### src/rtl/pcode_decoder.sv
// Sequential 3-to-8 one-hot decoder: buffers priority codes in a small FIFO and
// replays each one as a one-hot line held for HOLD cycles, back-to-back when queued.
module pcode_decoder #(
    parameter int DEPTH = 4,
    parameter int HOLD  = 3
) (
    input  logic                         clk,
    input  logic                         rst,
    input  logic                         in_valid,
    output logic                         in_ready,
    input  logic [2:0]                   code,
    output logic [7:0]                   out,
    output logic                         out_valid,
    output logic [$clog2(DEPTH+1)-1:0]   count
);

    localparam int PW = $clog2(DEPTH);
    localparam int CW = $clog2(DEPTH+1);

    // Handshake: a code transfers on a rising edge where in_valid && in_ready;
    // in_ready depends only on rst and the registered count, never on in_valid.
    typedef enum logic {IDLE, DRIVE} state_t;

    state_t         state, state_nxt;
    logic [2:0]     mem [DEPTH];
    logic [PW-1:0]  wr_ptr, rd_ptr;
    logic [7:0]     timer, timer_nxt;
    logic [7:0]     out_nxt;
    logic           out_valid_nxt;
    logic           push, pop;

    assign in_ready = !rst && (count != CW'(DEPTH));
    assign push     = in_valid && in_ready;

    always_comb begin
        state_nxt     = state;
        timer_nxt     = timer;
        out_nxt       = out;
        out_valid_nxt = out_valid;
        pop           = 1'b0;
        case (state)
            IDLE: begin
                out_nxt       = 8'h00;
                out_valid_nxt = 1'b0;
                if (count != '0) pop = 1'b1;
            end
            DRIVE: begin
                if (timer != 8'd0) begin
                    timer_nxt = timer - 8'd1;
                end else if (count != '0) begin
                    pop = 1'b1;
                end else begin
                    state_nxt     = IDLE;
                    out_nxt       = 8'h00;
                    out_valid_nxt = 1'b0;
                end
            end
            default: state_nxt = IDLE;
        endcase
        // Every pop loads a fresh value, so codes play with no gap cycle.
        if (pop) begin
            state_nxt     = DRIVE;
            out_nxt       = 8'd1 << mem[rd_ptr];
            out_valid_nxt = 1'b1;
            timer_nxt     = 8'(HOLD - 1);
        end
    end

    always_ff @(posedge clk) begin
        if (rst) begin
            state     <= IDLE;
            timer     <= 8'd0;
            out       <= 8'h00;
            out_valid <= 1'b0;
            wr_ptr    <= '0;
            rd_ptr    <= '0;
            count     <= '0;
        end else begin
            state     <= state_nxt;
            timer     <= timer_nxt;
            out       <= out_nxt;
            out_valid <= out_valid_nxt;
            if (push) begin
                mem[wr_ptr] <= code;
                wr_ptr      <= wr_ptr + PW'(1);
            end
            if (pop) rd_ptr <= rd_ptr + PW'(1);
            case ({push, pop})
                2'b10:   count <= count + CW'(1);
                2'b01:   count <= count - CW'(1);
                default: count <= count;
            endcase
        end
    end

endmodule

### config.mk
export PLATFORM = sky130hd
export DESIGN_NAME = pcode_decoder
export DESIGN_NICKNAME = d
export VERILOG_FILES = /design/src/rtl/pcode_decoder.sv
export SDC_FILE = /design/constraint.sdc
export NUM_CORES = 1
export LEC_CHECK = 0
export CAP_MARGIN = 10
export CELL_PAD_IN_SITES_DETAIL_PLACEMENT = 1
export CELL_PAD_IN_SITES_GLOBAL_PLACEMENT = 1
export CORE_MARGIN = 10
export CORE_UTILIZATION = 40
export DETAILED_ROUTE_END_ITERATION = 7
export PLACE_DENSITY_LB_ADDON = 0.3
export SLEW_MARGIN = 20
export SYNTH_ARGS = -nofsm -noshare
export SYNTH_HDL_FRONTEND = slang
export SYNTH_SLANG_ARGS = --single-unit
### constraint.sdc
create_clock -name clk -period 3.6 [get_ports clk]
set_input_delay 1.08 -clock clk [delete_from_list [all_inputs] [get_ports clk]]
set_output_delay 1.08 -clock clk [all_outputs]
set_load 0.02 [all_outputs]
==> results.toml, run 1 <==
[yosys]
syn-cell-area_sq_um = 1670
synth_edf_count = 12
synth.distinct_cells = 42
ys.flop_type = "dfxtp_1"
synth-seq-cells = 39
synth_async_sr_flop_share_pct = 0
ys_seq_area_share_pct = 53.9
ys.warnings.count = 0
synth.avg_cell_area_sq_um = 12.1
syn_nets = 152
syn_inst = 138

[floorplanning]
coreArea_sq_um = 4030
die_area_sq_um = 7170
die_h_um = 84.7
die_w_um = 84.7
ioPinCount = 19
row_count = 23
start_util_pct = 41.5

[clock_tree]
cts_hold_buf = 0
clk_latency_ps = 300
cts_tree = "done"
cts_setup_buffers = 0
cts_resized = 0
cts_buffer_depth = 2
htreeDepth = 2
clock-root-buffer = "clkbuf_8"
clock-sinks = 39
numCtsBuffers = 5
path_clk_slew_ps = 80

[finish]
fin_util_pct = 49.6
fin_nets = 176
area_growth_pct = 19.5
finalInstanceArea_sq_um = 2000
drive_above_1_share_pct = 11.7
final.fill_count = 448
num_antenna_cells = 0

[power]
vdd_drop_max_mv = 0.431
power_density_nw_per_um2 = 793
p_leak_nw = 0.724

[timing]
finalSetupTns_ps = 0
rsz0062_at_grt = "no"
tightest_slew_ps = 689
hold_viol = 0
worst_slack_ps = 200
slew_headroom_pct = 53.4
finalMaxSlewViolations = 0
fin_crit_sh_pct = 94.4
period_minus_slack_ps = 3400
setup_viol = 0
fin_skew_ps = 6.05
maxClockFrequency_ghz = 0.294

[setup_path]
path_max_fanout = 2
cp-start-kind = "input pin"
rr_worst_depth = 10
reg2reg_slack_ps = 730
startpoint = "rst"
cp.required_ps = 2520
setup.worst_path.end = "in_ready"
r2r_end = "count[2]$_SDFFE_PP0P_"
cp-end-kind = "output pin"
path_class = "in -> out"
rr_startpoint = "timer[0]$_SDFFE_PP0P_"
worstPathArrival_ps = 2320

[grt]
grt_pass1_wl_mm = 5.85
antenna_found_initial = 0
grtUsageTotal_pct = 10.2
grt_overflow_total = 0
first_global_vias = 1212
grt_max_degree = 17

[status]
status = "complete, no violations"

[place]
place_worst_setup_slack_ps = 163
place_congestion = 0.736
portBuffers = 18
dpl.hpwl_mm = 2.58
place_area_sq_um = 1910

[routing]
first_pass_iters = 4
route.detailed.wl_per_inst_um = 16.1
dr_total_vias = 1130
drc = 0
via_per_inst = 5.31
antenna_left = 0
routed_wl_mm = 3.43
drt_iter0_drc = 48

[hold_path]
hp-class = "reg -> reg"

[job]
maxCapViolCount = 0
==> synth_stat cells (2+ instances only) <==
cell type | n | share of area (%)
or3_1 | 3 | 1.1
and2_1 | 5 | 1.9
o21a_1 | 2 | 0.90
nor2_1 | 17 | 3.8
clkbuf_1 | 2 | 0.45
o21ai_0 | 2 | 0.60
edfxtp_1 | 12 | 22
nor2b_1 | 3 | 1.1
a21oi_1 | 5 | 1.5
mux4_2 | 3 | 4.0
xnor2_1 | 3 | 1.6
ha_1 | 7 | 5.2
a211oi_1 | 2 | 0.90
nand3_1 | 2 | 0.60
inv_1 | 6 | 1.3
dfxtp_1 | 27 | 32
xor2_1 | 5 | 2.6
a22o_1 | 8 | 4.2
==> layout by cell type, fill, tap and decap left out, drive strengths merged, types with 2 or more instances in the layout <==
cell type | Yosys | final
a22o | 8 | 8
xor2 | 5 | 5
or3 | 3 | 3
clkbuf | 2 | 6
dfxtp | 27 | 27
o21ai | 3 | 3
nor3b | 2 | 2
xnor2 | 3 | 3
clkdlybuf4s50 | 0 | 18
a21oi | 5 | 5
mux4 | 3 | 3
nor4b | 2 | 2
nor2b | 3 | 3
buf | 2 | 3
inv | 6 | 6
nor3 | 2 | 2
edfxtp | 12 | 12
o21a | 2 | 2
nand3 | 2 | 2
ha | 7 | 7
and2 | 5 | 5
a211oi | 2 | 2
nor2 | 17 | 17
==> critical path: stages <==
cell	delay, ps
clkdlybuf4s50_1	470
a21oi_1	140
clkdlybuf4s50_1	630
==> power breakdown <==
group | total, mW | internal, mW | switching [mW]
Sequential | 0.620 | 0.537 | 0.0830
Clock | 0.292 | 0.135 | 0.157
Combinational | 0.673 | 0.305 | 0.367
Total | 1.59 | 0.978 | 0.607
==> layout make-up <==
| cell class | instances | area, sq um | area share (%) |
|---|---|---|---|
| flip-flops and latches | 39 | 901 | 45.1 |
| clock inverters | 2 | 12.5 | 0.626 |
| clock buffers | 6 | 72.6 | 3.63 |
| inverters | 6 | 22.5 | 1.13 |
| multi-input cells | 89 | 726 | 36.3 |
| repair buffers | 21 | 203 | 10.1 |
| well taps | 50 | 62.6 | 3.13 |
==> metal layers <==
metal / wire (um) / track usage [%] / part of all wire (%) / up-vias
met5: 0 / 0 / 0 / -
met1: 1500 / 11.2 / 44 / 562
li1: - / - / - / 543
met4: 78 / 5.39 / 2.3 / 0
met2: 1640 / 16.1 / 48 / 19
met3: 211 / 4.64 / 6.2 / 6
==> worst min path at each step <==
stage | start | to | slack (ps) | depth (start not counted)
6_report | out[2]$_SDFFE_PP0P_ | out[2]$_SDFFE_PP0P_ | 480 | 1
4_1_cts | out[4]$_SDFFE_PP0P_ | out[4]$_SDFFE_PP0P_ | 490 | 1
3_3_place_gp | out_valid$_SDFFE_PP0P_ | out_valid$_SDFFE_PP0P_ | 450 | 1
5_1_grt | out[0]$_SDFFE_PP0P_ | out[0]$_SDFFE_PP0P_ | 500 | 1
3_5_place_dp | out[4]$_SDFFE_PP0P_ | out[4]$_SDFFE_PP0P_ | 470 | 1
2_1_floorplan | timer[4]$_SDFFE_PP0P_ | timer[4]$_SDFFE_PP0P_ | 470 | 2
==> per-stage QoR <==
step / std cells / hold WS [ps] / total power, mW
2_1_floorplan: 138 / 468 / 1.11
3_3_place_gp: 205 / 448 / 1.26
3_5_place_dp: 205 / 470 / 1.30
4_1_cts: 213 / 489 / 1.60
5_1_grt: 213 / 504 / 1.70
6_report: 213 / 481 / 1.59
==> kinds of logic (layout without fill, tap and decap cells) <==
kind of cell / after synthesis / count (layout) / share of synthesized area (%)
flip-flops: 39 / 39 / 53.9
adder cells (fa/ha/maj): 8 / 8 / 6.43
buffers and inverters: 10 / 35 / 2.77
multiplexers: 5 / 5 / 5.31
XOR/XNOR: 8 / 8 / 4.19
AO/OA/AOI/OAI: 26 / 26 / 11.5
AND/OR/NAND/NOR: 42 / 42 / 15.9
==> registers in the layout, indices dropped and copies added (netlist names), named ones only <==
signal and flops:
count 3, mem 12, out_valid 1, wr_ptr 2, rd_ptr 2, state 1
timer 8, out 8
Power figures use the tool's default switching activity.
==> run 2: changes to the inputs <==
Settings changed: DONT_BUFFER_PORTS set to 1, SLEW_MARGIN 20 to not set.
==> run 2 against run 1 <==
Effect of this change:
- fmax up 20%
- first-iteration DRC count shrank 31%
- sequential power grew 6.1%
- setup slack gained 560 ps
- sequential cell count stayed put
- combinational power down 18%
- non-clock buffer count fell by 19
- global-route usage down 0.80 points
- cell count down 8.9%
- largest power group is now registers
- highest routed layer unchanged
==> results.toml, run 2 (synthesized netlist as in run 1, its figures left out) <==
[status]
status = "complete, no violations"

[power]
p_leak_nw = 0.671
power.switching_mw = 0.580
swShare_pct = 36.8
p_int_mw = 0.995
pwr-share-comb_pct = 35.2
vdd_drop_max_mv = 0.322
power_density_nw_per_um2 = 856
p_clk_share_pct = 23.0
sequentialPowerShare_pct = 41.8

[routing]
drc = 0
dr_total_vias = 1008
drt_iter0_drc = 33
via_per_inst = 5.20
routed_wl_mm = 3.12
antenna_left = 0
route.detailed.wl_per_inst_um = 16.1
first_pass_iters = 2

[place]
portBuffers = 0
place_congestion = 0.768
dpl.hpwl_mm = 2.42
place_area_sq_um = 1730
place_worst_setup_slack_ps = 756

[grt]
grt_max_degree = 18
grt_pass1_wl_mm = 5.59
first_global_vias = 1120
grt_overflow_total = 0
antenna_found_initial = 0
grtUsageTotal_pct = 9.40

[job]
maxCapViolCount = 0

[setup_path]
worstPathArrival_ps = 3060
path_cells = "inv_1 > ha_1 > or4b_1 > o21a_1 > nor2_1 > ha_1 > fa_1 > xnor2_1 > or3_1 > a21oi_1"
path_common_cell = "ha_1"
critPathMaxStageDelay_ps = 460
path_max_fanout = 9
cp-end-kind = "register"
path_class = "reg -> reg"
slowest_stage = "o21a_1"
cp-start-kind = "register"
cp.required_ps = 3820

[timing]
rsz0062_at_grt = "no"
hold_viol = 0
slew_headroom_pct = 57.2
finalSetupTns_ps = 0
finalMaxSlewViolations = 0
fin_skew_ps = 3.41
period_minus_slack_ps = 2840
setup_viol = 0
maxClockFrequency_ghz = 0.352
fin_crit_sh_pct = 78.9
worst_slack_ps = 760
tightest_slew_ps = 633

[floorplanning]
die_w_um = 84.7
row_count = 23
start_util_pct = 41.5
die_h_um = 84.7
ioPinCount = 19
die_area_sq_um = 7170
coreArea_sq_um = 4030

[finish]
largest_register_ffs = 12
final_cell_mix = "27 x dfxtp_1, 17 x nor2_1, 12 x edfxtp_1, 8 x a22o_1, 7 x ha_1"
largestRegisters = "mem (12), out (8), timer (8)"
area_growth_pct = 9.95
num_antenna_cells = 0
final_common_cell = "dfxtp_1"
fin_nets = 157
top_register = "mem"
drive_above_1_share_pct = 13.2
finalInstanceArea_sq_um = 1840

[clock_tree]
clock-root-buffer = "clkbuf_8"
cts_setup_buffers = 0
numCtsBuffers = 5
htreeDepth = 2
path_clk_slew_ps = 80
cts_resized = 0
cts_hold_buf = 0
clock-sinks = 39
clk_latency_ps = 290
cts_tree = "done"
cts_buffer_depth = 2

[hold_path]
hp-class = "reg -> reg"
## run 2: changes by cell type in the layout (fill, tap and decap cells not counted)
cell             change
clkdlybuf4s50_1     -18
buf_4                -1
bufinv_16            +1
clkbuf_1             -1
clkinv_4             +1
clkinvlp_4           -1
## run 2: per-layer routing
metal | wire [um] | up-vias | track usage [%] | share of wire [%]
met2 | 1520 | 16 | 15.4 | 49
met1 | 1390 | 483 | 10.9 | 45
li1 | - | 506 | - | -
met3 | 188 | 3 | 3.86 | 6.0
met5 | 0 | - | 0 | 0
met4 | 18 | 0 | 2.69 | 0.58
## run 2: final cells by class
cell class | instances | area, sq um
well taps | 50 | 62.6
clock inverters | 3 | 43.8
flip-flops and latches | 39 | 901
inverters | 6 | 22.5
fillers | 443 | 2190
multi-input cells | 89 | 726
clock buffers | 5 | 68.8
repair buffers | 2 | 15.0
## run 2: power groups by stage
stage	logic, mW	registers [mW]	clock network (mW)
after floorplan	0.465	0.645	0
after global placement	0.529	0.666	0
after detailed placement	0.559	0.671	0
after CTS	0.565	0.661	0.375
after global routing	0.638	0.677	0.394
final	0.555	0.658	0.362
## run 2: worst max-delay path: cells and delay by family, from the launching register on
kind	cells	cell delay [ps]
flip-flops	1	400
adder cells (fa/ha/maj)	3	840
AND/OR/NAND/NOR	3	670
buffers and inverters	1	90
AO/OA/AOI/OAI	2	610
XOR/XNOR	1	150
## run 2: path summary, 6_finish.rpt
path | from | end | slack (ps) | depth (start not counted)
max | timer[0]$_SDFFE_PP0P_ | count[2]$_SDFFE_PP0P_ | 760 | 10
min | timer[4]$_SDFFE_PP0P_ | timer[4]$_SDFFE_PP0P_ | 540 | 2
max reg2reg | timer[0]$_SDFFE_PP0P_ | count[2]$_SDFFE_PP0P_ | 760 | 10
min reg2reg | timer[4]$_SDFFE_PP0P_ | timer[4]$_SDFFE_PP0P_ | 540 | 2
## run 2: through the flow
stage | hold WS (ps) | utilization, % | cells | power, mW
after detailed placement | 520 | 42.9 | 186 | 1.23
after CTS | 547 | 45.7 | 194 | 1.60
after global routing | 584 | 45.7 | 194 | 1.71
final | 543 | 45.7 | 194 | 1.58
after global placement | 499 | 42.9 | 186 | 1.19
after floorplan | 468 | - | 138 | 1.11
==> run 3: changes to the inputs <==
Clock period 3.6 ns to 2.8 ns, I/O delays scaled along.
==> run 3 against run 2 <==
Effect of this change:
- global-route usage is 0.15 points higher
- sequential share of layout area is 0.33 points lower
- sequential power grew 29%
- register-to-register slack got worse by 500 ps
- via count rose by 2.1%
- count of clock-buffer cells in the layout is the same
- fmax up 12%
- sequential cell count unchanged
- setup slack worse by 500 ps
- clock power increased by 30%
- final area increased by 0.68%
- critical endpoint unchanged
==> results.toml, run 3 (synthesized netlist as in run 1, its figures left out) <==
[status]
status = "complete, no violations"

[finish]
fin_nets = 158
area_growth_pct = 10.7
finalInstanceArea_sq_um = 1850
drive_above_1_share_pct = 14.5
top_register = "mem"
largest_register_ffs = 12
final_cell_mix = "27 x dfxtp_1, 17 x nor2_1, 12 x edfxtp_1, 8 x a22o_1, 7 x ha_1"
final.fill_count = 447
num_antenna_cells = 0
final_common_cell = "dfxtp_1"
fin_util_pct = 46.0
largestRegisters = "mem (12), out (8), timer (8)"

[clock_tree]
path_clk_slew_ps = 80
cts_resized = 0
cts_hold_buf = 0
cts_tree = "done"
numCtsBuffers = 5
clk_latency_ps = 290
cts_buffer_depth = 2
clock-root-buffer = "clkbuf_8"
clock-sinks = 39
cts_setup_buffers = 0
htreeDepth = 2

[timing]
maxClockFrequency_ghz = 0.394
slew_headroom_pct = 51.5
fin_skew_ps = 5.71
rsz0062_at_grt = "no"
fin_crit_sh_pct = 90.5
worst_slack_ps = 265
finalMaxSlewViolations = 0
tightest_slew_ps = 717
finalSetupTns_ps = 0
period_minus_slack_ps = 2540
hold_viol = 0
setup_viol = 0

[routing]
antenna_left = 0
drc = 0
routed_wl_mm = 3.25
route.detailed.wl_per_inst_um = 16.7
dr_total_vias = 1029
via_per_inst = 5.28
first_pass_iters = 4
drt_iter0_drc = 58

[hold_path]
hp-class = "reg -> reg"

[setup_path]
cp_top_family = "simple AND/OR/NAND/NOR gates"
path_max_fanout = 7
crit_buf_inv = 1
rr_worst_depth = 10
rr_startpoint = "timer[0]$_SDFFE_PP0P_"
path_cells = "inv_1 > ha_1 > or4b_1 > o21a_1 > nor2_1 > ha_1 > fa_1 > xnor2_1 > or3_1 > a21oi_1"
r2r_end = "count[2]$_SDFFE_PP0P_"
reg2reg_slack_ps = 260
startpoint = "timer[0]$_SDFFE_PP0P_"
path_class = "reg -> reg"
cp-start-kind = "register"
path_common_cell = "ha_1"
setup.worst_path.end = "count[2]$_SDFFE_PP0P_"
critPathMaxStageDelay_ps = 590
cp.required_ps = 3020
slowest_stage = "or4b_1"
worstPathArrival_ps = 2760
cp.depth = 10
cp-end-kind = "register"

[grt]
grtUsageTotal_pct = 9.55
grt_max_degree = 18
grt_overflow_total = 0
first_global_vias = 1118
antenna_found_initial = 0
grt_pass1_wl_mm = 5.68

[floorplanning]
die_area_sq_um = 7170
start_util_pct = 41.5
ioPinCount = 19
die_h_um = 84.7
coreArea_sq_um = 4030
row_count = 23
die_w_um = 84.7

[place]
portBuffers = 0
place_area_sq_um = 1740
place_worst_setup_slack_ps = 263
place_congestion = 0.752
dpl.hpwl_mm = 2.50

[job]
maxCapViolCount = 0

[power]
vdd_drop_max_mv = 0.606
power_density_nw_per_um2 = 1110
p_leak_nw = 0.677
[run 3: worst min path at each step]
| stage | end | depth (start not counted) | from |
|---|---|---|---|
| floorplan | timer[4]$_SDFFE_PP0P_ | 2 | timer[4]$_SDFFE_PP0P_ |
| global placement | timer[4]$_SDFFE_PP0P_ | 2 | timer[4]$_SDFFE_PP0P_ |
| detailed placement | timer[7]$_SDFFE_PP0P_ | 2 | timer[7]$_SDFFE_PP0P_ |
| CTS | timer[7]$_SDFFE_PP0P_ | 2 | timer[7]$_SDFFE_PP0P_ |
| global route | timer[7]$_SDFFE_PP0P_ | 2 | timer[7]$_SDFFE_PP0P_ |
| finish | timer[7]$_SDFFE_PP0P_ | 2 | timer[7]$_SDFFE_PP0P_ |
[run 3: power by group]
part           switching, mW  internal, mW
registers              0.159         0.691
logic                  0.408         0.329
clock network          0.206         0.265
[run 3: per-stage QoR]
step,instances,total power [mW],hold slack (ps)
2_1_floorplan,138,1.43,468
3_3_place_gp,187,1.55,493
3_5_place_dp,187,1.61,504
4_1_cts,195,2.08,525
5_1_grt,195,2.21,564
6_report,195,2.06,522
[run 3: metal layers]
metal / wire, um / GRT usage (%) / vias up
met5: 0 / 0 / -
met4: 53 / 3.59 / 0
met2: 1550 / 15.4 / 19
met3: 206 / 4.35 / 6
met1: 1440 / 10.7 / 495
li1: - / - / 509
[run 3: worst min-delay path, delay by kind of cell, from the launching register on]
family	cells	cell delay [ps]
AND/OR/NAND/NOR	1	70
flip-flops	1	350
XOR/XNOR	1	70
[run 3: cell type report]
type	instances	area [sq um]	share of cell area, %
inverter	6	22.5	1.22
clock buffer	5	68.8	3.72
timing repair buffer	3	22.5	1.22
multi-input combinational	89	731	39.5
clock inverter	3	43.8	2.36
tap	50	62.6	3.38
sequential	39	901	48.6
